`src/rtl/mem_word_ctrl.sv`:
```
// 16-bit word port in front of a 64-bit block memory: one-line read buffer,
// write-through stores (read-modify-write on a buffer miss) and a wait-state timeout.
module mem_word_ctrl #(
  parameter bit          INIT_WAIT_EN = 1'b1,
  parameter int unsigned MEM_TIMEOUT  = 15
) (
  input  logic        clk,
  input  logic        rst,
  input  logic        cpu_req,
  input  logic        cpu_is_rd,
  input  logic [15:0] cpu_addr,
  input  logic [15:0] cpu_wdata,
  output logic        cpu_ready,
  output logic        cpu_done,
  output logic [15:0] cpu_rdata,
  output logic        cpu_err,
  output logic        mem_start,
  output logic        mem_is_rd,
  output logic [15:0] mem_addr,
  output logic [63:0] mem_wdata,
  input  logic [63:0] mem_rdata,
  input  logic        mem_finish
);

  typedef enum logic [2:0] {
    ST_INIT     = 3'd0,
    ST_IDLE     = 3'd1,
    ST_RD_ISSUE = 3'd2,
    ST_RD_WAIT  = 3'd3,
    ST_WR_ISSUE = 3'd4,
    ST_WR_WAIT  = 3'd5,
    ST_DONE     = 3'd6
  } state_t;

  localparam logic [7:0] TMO_LIMIT = 8'(MEM_TIMEOUT);
  localparam state_t     RST_STATE = INIT_WAIT_EN ? ST_INIT : ST_IDLE;

  function automatic logic [15:0] lane_word(input logic [63:0] blk, input logic [1:0] lane);
    logic [15:0] w;
    case (lane)
      2'd0:    w = blk[15:0];
      2'd1:    w = blk[31:16];
      2'd2:    w = blk[47:32];
      2'd3:    w = blk[63:48];
      default: w = 16'd0;
    endcase
    return w;
  endfunction

  function automatic logic [63:0] lane_merge(input logic [63:0] blk, input logic [1:0] lane,
                                             input logic [15:0] word);
    logic [63:0] m;
    m = blk;
    case (lane)
      2'd0:    m[15:0]  = word;
      2'd1:    m[31:16] = word;
      2'd2:    m[47:32] = word;
      2'd3:    m[63:48] = word;
      default: m = blk;
    endcase
    return m;
  endfunction

  state_t      state_r, state_s;
  logic [63:0] line_r, line_s;
  logic [12:0] tag_r, tag_s;
  logic        line_valid_r, line_valid_s;
  logic        req_is_rd_r, req_is_rd_s;
  logic [15:1] req_addr_r, req_addr_s;
  logic [15:0] req_wdata_r, req_wdata_s;
  logic [7:0]  tmo_cnt_r, tmo_cnt_s, tmo_inc_s;
  logic        tmo_hit_s;
  logic        hit_s;
  logic        abort_s;
  logic        issue_s;
  logic        unused_addr_bit_s;

  // Byte lane bit 0 is meaningless for word accesses.
  assign unused_addr_bit_s = cpu_addr[0];

  // Next-state, line buffer and timeout counter logic.
  always_comb begin
    state_s      = state_r;
    line_s       = line_r;
    tag_s        = tag_r;
    line_valid_s = line_valid_r;
    req_is_rd_s  = req_is_rd_r;
    req_addr_s   = req_addr_r;
    req_wdata_s  = req_wdata_r;
    tmo_cnt_s    = tmo_cnt_r;
    abort_s      = 1'b0;
    tmo_inc_s    = tmo_cnt_r + 8'd1;
    tmo_hit_s    = (tmo_inc_s == TMO_LIMIT);
    hit_s        = line_valid_r && (tag_r == cpu_addr[15:3]);

    case (state_r)
      ST_INIT: begin
        // The memory's reset-time write must drain before we may issue anything.
        if (mem_finish || tmo_hit_s) begin
          state_s = ST_IDLE;
        end else begin
          tmo_cnt_s = tmo_inc_s;
        end
      end
      ST_IDLE: begin
        if (cpu_req && cpu_ready) begin
          req_is_rd_s = cpu_is_rd;
          req_addr_s  = cpu_addr[15:1];
          req_wdata_s = cpu_wdata;
          if (cpu_is_rd) begin
            state_s = hit_s ? ST_DONE : ST_RD_ISSUE;
          end else if (hit_s) begin
            line_s  = lane_merge(line_r, cpu_addr[2:1], cpu_wdata);
            state_s = ST_WR_ISSUE;
          end else begin
            state_s = ST_RD_ISSUE;
          end
        end else begin
          state_s = ST_IDLE;
        end
      end
      ST_RD_ISSUE: begin
        state_s   = ST_RD_WAIT;
        tmo_cnt_s = 8'd0;
      end
      ST_RD_WAIT: begin
        if (mem_finish) begin
          tag_s        = req_addr_r[15:3];
          line_valid_s = 1'b1;
          if (req_is_rd_r) begin
            line_s  = mem_rdata;
            state_s = ST_DONE;
          end else begin
            line_s  = lane_merge(mem_rdata, req_addr_r[2:1], req_wdata_r);
            state_s = ST_WR_ISSUE;
          end
        end else if (tmo_hit_s) begin
          line_valid_s = 1'b0;
          abort_s      = 1'b1;
          state_s      = ST_DONE;
        end else begin
          tmo_cnt_s = tmo_inc_s;
        end
      end
      ST_WR_ISSUE: begin
        state_s   = ST_WR_WAIT;
        tmo_cnt_s = 8'd0;
      end
      ST_WR_WAIT: begin
        if (mem_finish) begin
          state_s = ST_DONE;
        end else if (tmo_hit_s) begin
          // Memory state is unknown after a lost write, so drop the buffered copy.
          line_valid_s = 1'b0;
          abort_s      = 1'b1;
          state_s      = ST_DONE;
        end else begin
          tmo_cnt_s = tmo_inc_s;
        end
      end
      ST_DONE: begin
        state_s = ST_IDLE;
      end
      default: begin
        line_valid_s = 1'b0;
        state_s      = ST_IDLE;
      end
    endcase

    issue_s = (state_s == ST_RD_ISSUE) || (state_s == ST_WR_ISSUE);
  end

  // State, line buffer and latched request registers.
  always_ff @(posedge clk) begin
    if (rst) begin
      state_r      <= RST_STATE;
      line_r       <= 64'd0;
      tag_r        <= 13'd0;
      line_valid_r <= 1'b0;
      req_is_rd_r  <= 1'b0;
      req_addr_r   <= 15'd0;
      req_wdata_r  <= 16'd0;
      tmo_cnt_r    <= 8'd0;
    end else begin
      state_r      <= state_s;
      line_r       <= line_s;
      tag_r        <= tag_s;
      line_valid_r <= line_valid_s;
      req_is_rd_r  <= req_is_rd_s;
      req_addr_r   <= req_addr_s;
      req_wdata_r  <= req_wdata_s;
      tmo_cnt_r    <= tmo_cnt_s;
    end
  end

  // Output registers, decoded from the state being entered.
  always_ff @(posedge clk) begin
    if (rst) begin
      cpu_ready <= 1'b0;
      cpu_done  <= 1'b0;
      cpu_rdata <= 16'd0;
      cpu_err   <= 1'b0;
      mem_start <= 1'b0;
      mem_is_rd <= 1'b0;
      mem_addr  <= 16'd0;
      mem_wdata <= 64'd0;
    end else begin
      cpu_ready <= (state_s == ST_IDLE);
      cpu_done  <= (state_s == ST_DONE);
      cpu_err   <= abort_s;
      cpu_rdata <= ((state_s == ST_DONE) && req_is_rd_s && !abort_s)
                   ? lane_word(line_s, req_addr_s[2:1]) : 16'd0;
      mem_start <= issue_s;
      mem_is_rd <= (state_s == ST_RD_ISSUE);
      mem_addr  <= issue_s ? {req_addr_s[15:3], 3'b000} : 16'd0;
      mem_wdata <= (state_s == ST_WR_ISSUE) ? line_s : 64'd0;
    end
  end

endmodule

```
`config.mk`:
```
export PLATFORM = sky130hd
export DESIGN_NAME = mem_word_ctrl
export DESIGN_NICKNAME = d
export VERILOG_FILES = /design/src/rtl/mem_word_ctrl.sv
export SDC_FILE = /design/constraint.sdc
export NUM_CORES = 1
export LEC_CHECK = 0
export BUFFER_PORTS_ARGS = -buffer_cell sky130_fd_sc_hd__buf_2
export CAP_MARGIN = 20
export CORE_MARGIN = 2
export CORE_UTILIZATION = 50
export CTS_CLUSTER_SIZE = 14
export DETAILED_ROUTE_END_ITERATION = 6
export PLACE_DENSITY = 0.87
export SKIP_CTS_REPAIR_TIMING = 1
export SLEW_MARGIN = 40
export SYNTH_ARGS = -nofsm -noshare
export SYNTH_HDL_FRONTEND = slang
export SYNTH_SLANG_ARGS = --single-unit
```
`constraint.sdc`:
```
create_clock -name clk -period 2.7 [get_ports clk]
set_input_delay 0.135 -clock clk [delete_from_list [all_inputs] [get_ports clk]]
set_output_delay 0.135 -clock clk [all_outputs]
set_load 0.05 [all_outputs]
```
==> flow_metrics.py <==
metrics = {
    "yosys": {
        "yosysSeqAreaShare_pct": 45.0,
        "synthArstFlopShare_pct": 0,
        "synthCells": 1157,
        "yosysTopAreaCell": "dfxtp_1",
        "synth_edf_count": 0,
        "synth_area_per_cell_sq_um": 8.43,
        "synthTopCellsByArea": "dfxtp_1, nor2_1, nand2_1",
        "yosysUniqueCellTypes": 68,
        "synth_area_sq_um": 9750,
        "synth_warnings": 0,
        "ys.flop_type": "dfxtp_1",
        "ys_ff_latch": 219,
        "synth_top_area_share_pct": 45.0,
    },
    "critical_path": {
        "crit_start": "tag_r[11]",
        "worstSetupEndpointType": "flip-flop",
        "worst-path-max-fanout": 10,
        "cp-start-kind": "flip-flop",
        "rr_startpoint": "tag_r[11]",
        "reg2regPathDepth": 8,
        "cp_data_arrival_time_ps": 3090,
        "r2r_end": "cpu_rdata[9]",
        "path_class": "reg2reg",
        "cp-endpoint": "cpu_rdata[9]",
        "crit_required_ps": 3080,
        "rrSetupSlack_ps": -10,
    },
    "floorplanning": {
        "rows": 51,
        "initial_core_util_pct": 50.6,
        "dieArea_sq_um": 20600,
        "die_w_um": 144,
        "core_area_sq_um": 19300,
        "dieHeight_um": 144,
        "io_pins": 202,
    },
    "clock_network": {
        "htreeDepth": 1,
        "cts_sinks": 219,
        "cts_tree": "built",
        "path_clk_slew_ps": 60,
        "cts_buffer_depth": 3,
        "clk_latency_ps": 520,
        "cts-root-buf": "clkbuf_16",
        "cts_buffers": 24,
    },
    "detailed_routing": {
        "wl_per_cell_um": 20.2,
        "drc": 6,
        "ant_nets": 0,
        "drt_wl_total_um": 34400,
        "vias_per_cell": 6.10,
        "dr.pass1.iters": 7,
        "drtIter0Drc": 1168,
        "vias": 10400,
    },
    "cells_and_area": {
        "most-common-layout-cells": "dfxtp_1, nor2_1, buf_2",
        "finalInstanceArea_sq_um": 13000,
        "nets": 1522,
        "drive_gt1_share_pct": 28.6,
        "area_growth_pct": 32.9,
        "fin_util_pct": 67.2,
        "mostFrequentLayoutCell": "dfxtp_1",
    },
    "run": {
        "drv_cap": 0,
    },
    "timing": {
        "hold_viol": 2,
        "hold_ws_ps": -20.1,
        "max_clock_freq_mhz": 369,
        "rsz0062_at_grt": "true",
        "drv_slew": 0,
        "fin_crit_sh_pct": 100,
        "fin_skew_ps": 12.4,
        "tightestPinTransition_ps": 714,
        "finalSetupTns_ps": -10.9,
        "fin_ws_ps": -10.9,
        "finalCriticalPeriod_ps": 2710,
        "relSlewSlack_pct": 52.4,
        "setup_viol": 1,
    },
    "worst_hold_path": {
        "hold_class": "in2reg",
    },
    "grt": {
        "grt_max_degree": 70,
        "grt_pass1_vias": 9298,
        "grt_pass1_wl_um": 47900,
        "grt_use_total_pct": 29.3,
        "antenna_found_initial": 2,
        "grt-ovfl-total": 0,
    },
    "placement": {
        "port_buffers": 197,
        "place_ws_ps": -85.3,
        "dpl_cell_area_sq_um": 11500,
        "hpwlAfterDp_um": 21400,
        "place.gp.congestion": 0.940,
    },
    "power": {
        "cellLeakagePower_nw": 5.38,
        "power_per_cell_area_nw_per_um2": 562,
        "vdd_drop_max_uv": 458,
    },
    "status": {
        "status": "finished with violations",
        "violations": "design-rule violations, negative hold slack, negative setup slack",
    },
}
==> synth_stat cells (8+ instances only) <==
master,n
dfxtp_1,219
nor2_1,202
nand2_1,169
a21oi_1,89
mux2i_1,63
clkbuf_1,50
o21ai_0,45
a221oi_1,28
nand2b_1,21
nor3_1,21
a31oi_1,20
a211o_1,15
mux2_2,15
a22o_1,14
buf_2,13
a21o_1,11
a2111oi_2,10
inv_1,9
a211oi_1,8
nor2b_1,8
==> report_power, final <==
part | switching [W] | total (W) | internal [W]
sequential | 0.0000246 | 0.00328 | 0.00326
combinational | 0.000398 | 0.000652 | 0.000254
clock | 0.00132 | 0.00335 | 0.00203
==> registers in the layout, summed over array words and instances (netlist names), 8 cells and up <==
signal,count
req_wdata_r,16
mem_addr,13
tag_r,13
tmo_cnt_r,8
line_r,64
mem_wdata,64
cpu_rdata,16
req_addr_r,15
==> metal layers <==
layer	wire length [um]	part of all wire [%]	GRT usage, %
met2	15500	45	47.4
met1	12400	36	36.8
met3	4090	12	5.66
met4	2360	6.8	16.5
met5	0	0	0
==> per-stage QoR <==
stage / power [W] / instances / hold WS [ps]
after floorplan: 0.00366 / 1159 / 226
after global placement: 0.00390 / 1625 / 430
after detailed placement: 0.00391 / 1625 / 434
after CTS: 0.00720 / 1667 / -98.8
after global routing: 0.00746 / 1701 / 1.75
final: 0.00729 / 1702 / -20.1
==> worst min path at each step <==
stage                 startpoint             end  slack [ps]  cells past startpoint
floorplan                    rst     req_is_rd_r         230                      1
global placement    cpu_addr[14]  req_addr_r[14]         430                      3
detailed placement   cpu_addr[5]   req_addr_r[5]         430                      3
CTS                  cpu_addr[4]   req_addr_r[4]        -100                      3
global route        cpu_wdata[8]  req_wdata_r[8]           2                      3
finish               cpu_addr[6]   req_addr_r[6]         -20                      3
==> final cells by class <==
cell class / instances / area [sq um]
timing repair buffer: 318 / 2110
tap: 265 / 332
multi-input combinational: 847 / 5290
fill: 1404 / 6320
inverter: 9 / 33.8
sequential: 219 / 4390
antenna: 2 / 5.00
clock buffer: 32 / 672
clock inverter: 10 / 128
==> cell families after synthesis <==
logic type,synth area share [%]
AO/OA/AOI/OAI,19.2
XOR/XNOR,0.885
adder cells (fa/ha/maj),0.359
buffers and inverters,4.57
flip-flops,45.0
multiplexers,8.20
other,0.0385
AND/OR/NAND/NOR,21.8
==> worst max-delay path: stages (launching register included) <==
cell,delay [ps]
dfxtp_1,320
xnor2_1,240
nand3_1,130
or4_4,620
nor3_2,280
o21ai_1,120
buf_4,230
a221oi_2,490
a2111oi_4,140
Note: power is estimated with default switching activity, not from simulation.
